==> src/rtl/uart_rx.sv <==
// 8N1 UART receiver: 16x oversampling, 3-sample majority vote per bit,
// one-cycle rx_done / frame_err pulses. baud_set encoding matches uart_tx.
module uart_rx #(
    parameter int CLK_FREQ = 50000000
) (
    input  logic       clk,
    input  logic       reset,
    input  logic       rx_en,
    input  logic [2:0] baud_set,
    input  logic       rx,
    output logic [7:0] data_byte,
    output logic       rx_done,
    output logic       frame_err,
    output logic       uart_state
);
    localparam int DIV0 = (CLK_FREQ + 8*9600)   / (16*9600);
    localparam int DIV1 = (CLK_FREQ + 8*19200)  / (16*19200);
    localparam int DIV2 = (CLK_FREQ + 8*38400)  / (16*38400);
    localparam int DIV3 = (CLK_FREQ + 8*57600)  / (16*57600);
    localparam int DIV4 = (CLK_FREQ + 8*115200) / (16*115200);
    localparam int DIV5 = (CLK_FREQ + 8*230400) / (16*230400);
    localparam int DW   = $clog2(DIV0 + 1);

    typedef enum logic [1:0] {IDLE, START, DATA, STOP} state_t;

    state_t          state_q, state_d;
    logic            rx_meta_q, rx_s_q, rx_d_q;
    logic [DW-1:0]   div_q, div_d, cnt_q, cnt_d, div_sel;
    logic [3:0]      samp_q, samp_d;
    logic [2:0]      bit_q, bit_d;
    logic [1:0]      cap_q, cap_d;
    logic [7:0]      shift_q, shift_d, data_q, data_d;
    logic            done_q, done_d, ferr_q, ferr_d;
    logic            tick, maj, decide, bit_end;

    always_comb begin
        case (baud_set)
            3'd0:    div_sel = DW'(DIV0);
            3'd1:    div_sel = DW'(DIV1);
            3'd2:    div_sel = DW'(DIV2);
            3'd3:    div_sel = DW'(DIV3);
            3'd5:    div_sel = DW'(DIV5);
            default: div_sel = DW'(DIV4);
        endcase
    end

    assign tick    = (state_q != IDLE) && (cnt_q == div_q - 1'b1);
    // Captures at s=6,7 are stored; the s=8 capture is the live rx_s.
    assign maj     = (cap_q[0] & cap_q[1]) | (cap_q[0] & rx_s_q) | (cap_q[1] & rx_s_q);
    assign decide  = tick && (samp_q == 4'd8);
    assign bit_end = tick && (samp_q == 4'd15);

    always_comb begin
        state_d = state_q;
        div_d   = div_q;
        cnt_d   = cnt_q;
        samp_d  = samp_q;
        bit_d   = bit_q;
        cap_d   = cap_q;
        shift_d = shift_q;
        data_d  = data_q;
        done_d  = 1'b0;
        ferr_d  = 1'b0;
        if (!rx_en) begin
            state_d = IDLE;
        end else if (state_q == IDLE) begin
            if (rx_d_q && !rx_s_q) begin
                state_d = START;
                div_d   = div_sel;
                cnt_d   = '0;
                samp_d  = '0;
            end
        end else begin
            cnt_d = tick ? '0 : cnt_q + 1'b1;
            if (tick) begin
                samp_d = samp_q + 1'b1;
                if (samp_q == 4'd6) cap_d[0] = rx_s_q;
                if (samp_q == 4'd7) cap_d[1] = rx_s_q;
            end
            case (state_q)
                START: begin
                    if (decide && maj) state_d = IDLE;
                    else if (bit_end) begin
                        state_d = DATA;
                        bit_d   = '0;
                    end
                end
                DATA: begin
                    if (decide) shift_d = {maj, shift_q[7:1]};
                    if (bit_end) begin
                        if (bit_q == 3'd7) state_d = STOP;
                        else               bit_d   = bit_q + 1'b1;
                    end
                end
                STOP: begin
                    // Leave mid stop bit so the next start edge is not missed.
                    if (decide) begin
                        data_d  = shift_q;
                        done_d  = maj;
                        ferr_d  = !maj;
                        state_d = IDLE;
                    end
                end
                default: state_d = IDLE;
            endcase
        end
    end

    always_ff @(posedge clk or posedge reset) begin
        if (reset) begin
            rx_meta_q <= 1'b1;
            rx_s_q    <= 1'b1;
            rx_d_q    <= 1'b1;
            state_q   <= IDLE;
            div_q     <= DW'(DIV4);
            cnt_q     <= '0;
            samp_q    <= '0;
            bit_q     <= '0;
            cap_q     <= '0;
            shift_q   <= '0;
            data_q    <= '0;
            done_q    <= 1'b0;
            ferr_q    <= 1'b0;
        end else begin
            rx_meta_q <= rx;
            rx_s_q    <= rx_meta_q;
            rx_d_q    <= rx_s_q;
            state_q   <= state_d;
            div_q     <= div_d;
            cnt_q     <= cnt_d;
            samp_q    <= samp_d;
            bit_q     <= bit_d;
            cap_q     <= cap_d;
            shift_q   <= shift_d;
            data_q    <= data_d;
            done_q    <= done_d;
            ferr_q    <= ferr_d;
        end
    end

    assign data_byte  = data_q;
    assign rx_done    = done_q;
    assign frame_err  = ferr_q;
    assign uart_state = (state_q != IDLE);
endmodule

==> config.mk <==
export PLATFORM = sky130hd
export DESIGN_NAME = uart_rx
export DESIGN_NICKNAME = d
export VERILOG_FILES = /design/src/rtl/uart_rx.sv
export SDC_FILE = /design/constraint.sdc
export NUM_CORES = 1
export LEC_CHECK = 0
export BUFFER_PORTS_ARGS = -buffer_cell sky130_fd_sc_hd__buf_2
export CAP_MARGIN = 20
export CORE_MARGIN = 4
export CORE_UTILIZATION = 40
export CTS_CLUSTER_DIAMETER = 50
export DETAILED_ROUTE_END_ITERATION = 7
export PLACE_DENSITY = 0.53
export SLEW_MARGIN = 10
export SYNTH_ARGS = -nofsm -noshare
export SYNTH_HDL_FRONTEND = slang
export SYNTH_SLANG_ARGS = --single-unit
==> constraint.sdc <==
create_clock -name clk -period 6.1 [get_ports clk]
set_input_delay 0.915 -clock clk [delete_from_list [all_inputs] [get_ports clk]]
set_output_delay 0.915 -clock clk [all_outputs]
set_load 0.02 [all_outputs]
* Yosys cells after proc, flatten, opt, wreduce, memory -nomap -nowiden
Cells that the tools add are included.
** Word-level totals
- Register bits after elaboration :: 50
- Bits in latches :: 0
- Bits in writable memories :: 0
- ROM bits :: 0
- Input port bits :: 7
- Output and inout port bits :: 11
- Logic and storage cells :: 97
- Memories :: 0
** Operators by class
- $add $sub $neg :: 4
- Multipliers :: 0
- Div/mod/pow operators :: 0
- Order comparisons :: 0
- Equal/unequal tests :: 23
- Shift-type cells :: 0
- Multiplexer cells :: 29
- Bitwise gates (word level) :: 6
- Reduce and logical (&&, ||, !) cells :: 21
** Operators by type and width (number)
- $pmux W9 S5 :: 1
- $mux W9 :: 3
- $mux W2 :: 8
- $reduce_and A4 Y1 :: 4
- $mux W3 :: 4
- $mux W4 :: 3
- $ne A4 B4 Y1 const B :: 3
- $add A9 B1 Y9 const B :: 1
- $eq A9 B9 Y1 :: 1
- $sub A9 B1 Y9 const B :: 1
- $eq A4 B3 Y1 const B :: 2
- $eq A4 B4 Y1 const B :: 2
- $mux W1 :: 8
- $ne A2 B2 Y1 const B :: 4
- $reduce_and A7 Y1 :: 1
- $eq A3 B2 Y1 const B :: 2
- $eq A3 B3 Y1 const B :: 2
- $pmux W2 S3 :: 1
- $pmux W3 S2 :: 1
- $reduce_and A3 Y1 :: 2
- $reduce_bool A2 Y1 :: 3
- $logic_and A1 B1 Y1 :: 5
- $ne A5 B5 Y1 const B :: 1
- $reduce_and A5 Y1 :: 1
- 14 further kinds :: 19

* Logic depth before layout (Yosys ltp)
- Depth in word-level cells :: 9
- Gate-level depth with buffers :: 10
- Gate-level depth less buffers :: 9

* Worst setup path before layout
Ideal clock, no wire load.
- Path type :: register to register
- Start point :: register div_q[0]
- End point :: register data_q[0], in the netlist data_byte[0]
- Arrival :: 2.365 ns
- Path slack :: 3.610 ns
- Stages on the path, launching flop included :: 10
- Buffers on the path :: 1
- Period minus slack after synthesis :: 2.490 ns
- Cell sequence :: dfstp_2 inv_1 ha_1 clkbuf_1 o211a_1 o31ai_4 nand4_2 nor3_4 nand3_4 mux2_4
** Between the ends
- Longest elaborated chain between the ends :: 5
** Ends and longest elaborated chain
- start: declaration :: line 28 : logic [DW-1:0] div_q, div_d, cnt_q, cnt_d, div_sel;
- start signal: assignment :: line 115 : div_q <= DW'(DIV4);
- start signal: assignment :: line 129 : div_q <= div_d;
- $sub A9 B1 Y9 :: line 47 : assign tick = (state_q != IDLE) && (cnt_q == div_q - 1'b1);
- $eq A9 B9 Y1 :: line 47
- $logic_and A1 B1 Y1 :: line 47
- $logic_and A1 B1 Y1 :: line 50 : assign decide = tick && (samp_q == 4'd8);
- $reduce_and A4 Y1 (no source line)
- end signal: assignment :: line 135 : data_q <= data_d;
- end: declaration :: line 32 : logic [7:0] shift_q, shift_d, data_q, data_d;
Every way passes these cells.
A chain may end at the register's enable or synchronous reset.

* Worst setup path in the final report
- Start point :: register div_q[0]
- End point :: register cnt_q[3]
** Between the ends
- Longest elaborated chain between the ends :: 5
** Ends and longest elaborated chain
- $sub A9 B1 Y9 :: line 47
- $eq A9 B9 Y1 :: line 47
- $logic_and A1 B1 Y1 :: line 47
- $mux W9 :: line 74 : cnt_d = tick ? '0 : cnt_q + 1'b1;
- $mux W9 :: line 66 : end else if (state_q == IDLE) begin
- end signal: assignment :: line 130 : cnt_q <= cnt_d;
- end: declaration :: line 28
Every way passes these cells.

==> impl_results.md <==
* Status: finished clean
* R2R depth at 8
* CTS clock-pin slew for the worst setup and hold paths at approximately 0.1 ns
* CTS tree: yes
* Area growth syn-to-layout at 10.2%
* Synth Instances at about 260
* Rel. slew slack at roughly 64%
* CP bufs+invs at 1
* Vertical die dimension at roughly 90 um
* Critical path capture point type: flip-flop
* Initial Util at 41.9%
* Simple-Gate Fraction of Synth Area at a little under 20%
* Synthesis Warnings at 0
* RSZ-0062 raised after global routing: false
* Critical path required time at 6.28 ns
* Compound-Gate Fraction of Synth Area at about 10%
* Worst Skew at 0.00919 ns
* Detailed Routing Iterations Pass 1 at 4
* Drc violations at 0
* Mux cell area share after synthesis at about a tenth
* WL/cell at around 15 um
* Worst-Skew Late Latency at roughly 0.31 ns
* Final #Nets at between 200 and 300
* Global-route wire length before repair at 9.25 mm
* Initial antenna violation count at 0
* Die width at ~90 um
* Maximum fanout along the worst path at 10
* Hold slack at between 0.3 and 0.4 ns
* Via Count at ~1900
* Non-Filler Instances at 351
* Initial DRC Count at roughly 150
* Post-Syn Nets at between 200 and 300
* DIE AREA at roughly 0.0081 mm2
* Worst Setup Start Kind: flip-flop
* Most common cell after layout, fill and taps aside: dfrtp_1
* Leakage at around 1.4 nW
* Vias per cell at ~5.3
* Synth Area in Adders at under 10%
* Pwr/cell area at roughly 340 mW/mm2
* Top post-synthesis cells by area: dfrtp_1 (40%), mux2_2 (7.9%), dfstp_2 (6.8%)
* Layout cells sized above 1 at 23.4%
* Peak supply drop at around 0.13 mV
* Final period util at between 40% and 50%
* WL final at between 5 and 6 mm
* Max Cap Violations at 0
* I/O Pins at 18
* Min-Delay Path Class: reg -> reg
* Placed inst area at between 0.002 and 0.003 mm2
* #FFs+latches synth at 50
* Reg2reg setup slack at 3.32 ns
* Slowest cell on crit path: dfstp_2
* Dominant register cell in the synthesized netlist: dfrtp_1
* Finished Cell Area at approximately 0.0030 mm2
* Htree depth at 2
* Final setup fails at 0
* Min-Delay Startpoint: rx_meta_q
* CTS Buf Count at 5
* Mean post-synth cell area at 10.6 um2
* Max Clock Freq at 360 MHz
* Number of synthesized flops with an enable pin at 0
* Slew Viols, Final at 0
* Diode count at 0
* Overall Power at around 1.0 mW
* Port Buffers at 17
* PostCTS Resize Cnt at 0
* Post-Syn Area at ~0.0027 mm2
* Post-CTS setup buffer count at 0
* Tot GR Track Use at between 10% and 20%
* Synth unique cells at 53
* Critical path depth in cells at 8
* Setup TNS at 0 ns
* Clock buffer depth at 2
* Post-Synth XOR/XNOR Area at 6.15%
* Fin. Hold Viols at 0
* Post-DRT Antenna Nets at 0
* Post-synthesis sequential area ratio at about 47%
* Root cell of the clock tree: clkbuf_8
* Final Critical Period at ~2.8 ns
* Reg2reg start: div_q[0]
* Grt total ovfl at 0
* Critical path cell sequence: inv_1 -> ha_1 -> xnor2_1 -> nor3_1 -> nand4_2 -> nor3_4 -> or2_0 -> nor2_1
* Detail Placement HPWL at 3.72 mm
* Worst hold endpoint: rx_s_q
* Max incr delay on CP at a little under 0.6 ns
* Largest net degree at the start of global routing at around 50
* Vias in the first global route at 1900
* Crit Path Class: reg -> reg
* Worst reg2reg path endpoint: cnt_q[3]
* Hold Crit Depth at 0
* Fraction of registers with async set or reset after synthesis at between 90% and 100%
* Dpl cells at roughly 340
* Num rows at 29
* Tightest Pin Transition at between 0.5 and 0.6 ns
* Clk sink count at 50
* Top-area cell type share of the netlist area at roughly 40%
* Most frequent cells in the layout: dfrtp_1 (43), nand2_1 (25), nor2_1 (22), mux2_2 (19), buf_2 (17)
* Hold Buf Count CTS at 0
* CP top delay family: simple AND/OR/NAND/NOR gates
* GPL Wtd Cong at ~0.76
* Worst endpoint data arrival time at around 3.0 ns
* Leading area contributor after synthesis: dfrtp_1
* Core area at roughly 0.0065 mm2
* Largest family of logic cells by synthesized area: simple AND/OR/NAND/NOR gates
-- how the worst max path moves through the flow --
stage,start,to
2_1_floorplan,div_q[0],data_byte[0]
3_3_place_gp,div_q[0],cnt_q[5]
3_5_place_dp,div_q[0],cnt_q[3]
4_1_cts,div_q[0],cnt_q[3]
5_1_grt,div_q[0],cnt_q[3]
6_report,div_q[0],cnt_q[3]
-- routing by layer --
| metal | vias up | wire [um] | track usage, % |
|---|---|---|---|
| met3 | 6 | 197 | 3.08 |
| met5 | - | 0 | 0 |
| met2 | 33 | 2450 | 21.2 |
| met1 | 880 | 2590 | 19.7 |
| met4 | 0 | 66 | 4.85 |
| li1 | 935 | - | - |
-- power by group --
part | switching, mW | total [mW] | leakage (nW) | internal [mW]
Clock | 0.117 | 0.240 | 0.0514 | 0.123
Combinational | 0.186 | 0.321 | 0.679 | 0.135
Sequential | 0.0760 | 0.468 | 0.653 | 0.392
-- worst reg2reg max path: stages, from the launching register on --
cell     delay, ns
dfstp_2       0.58
inv_1         0.06
ha_1          0.30
xnor2_1       0.12
nor3_1        0.22
nand4_2       0.26
nor3_4        0.49
or2_0         0.50
nor2_1        0.11
-- per-stage QoR --
| step | util [%] | setup slack, ns |
|---|---|---|
| floorplan | - | 3.61 |
| global placement | 44.2 | 3.41 |
| detailed placement | 44.2 | 3.34 |
| CTS | 45.9 | 3.29 |
| global route | 46.2 | 3.04 |
| finish | 46.2 | 3.32 |
-- synth_stat cells (all sizes together) (4+ instances only) --
library cell  number
nand4              7
nor2b              4
inv               12
o21ai              6
xnor2             12
a21oi              5
xor2               7
nand2b             4
nor3               8
o211ai             4
o31ai              5
mux2              20
dfrtp             43
nand2             25
dfstp              7
ha                11
nor2              22
nand3             16
clkbuf             5
-- cells by family after synthesis --
kind of cell,after synthesis
AND/OR/NAND/NOR,96
buffers and inverters,20
flip-flops,50
XOR/XNOR,19
adder cells (fa/ha/maj),12
multiplexers,22
AO/OA/AOI/OAI,37
-- area by class of cell --
class	count	area (um2)
fill	621	3470
multi-input combinational	186	1370
sequential	50	1260
timing repair buffer	18	105
tap	77	96.3
clock buffer	6	72.6
inverter	12	45.0
clock inverter	2	37.5
-- flip-flops by register name (all words and copies together) (netlist names) --
signal	count
shift_q	8
data_byte	8
state_q	2
rx_done	1
cnt_q	9
rx_meta_q	1
bit_q	3
div_q	9
samp_q	4
rx_s_q	1
rx_d_q	1
cap_q	2
frame_err	1
Note: power is estimated with default switching activity, not from simulation.
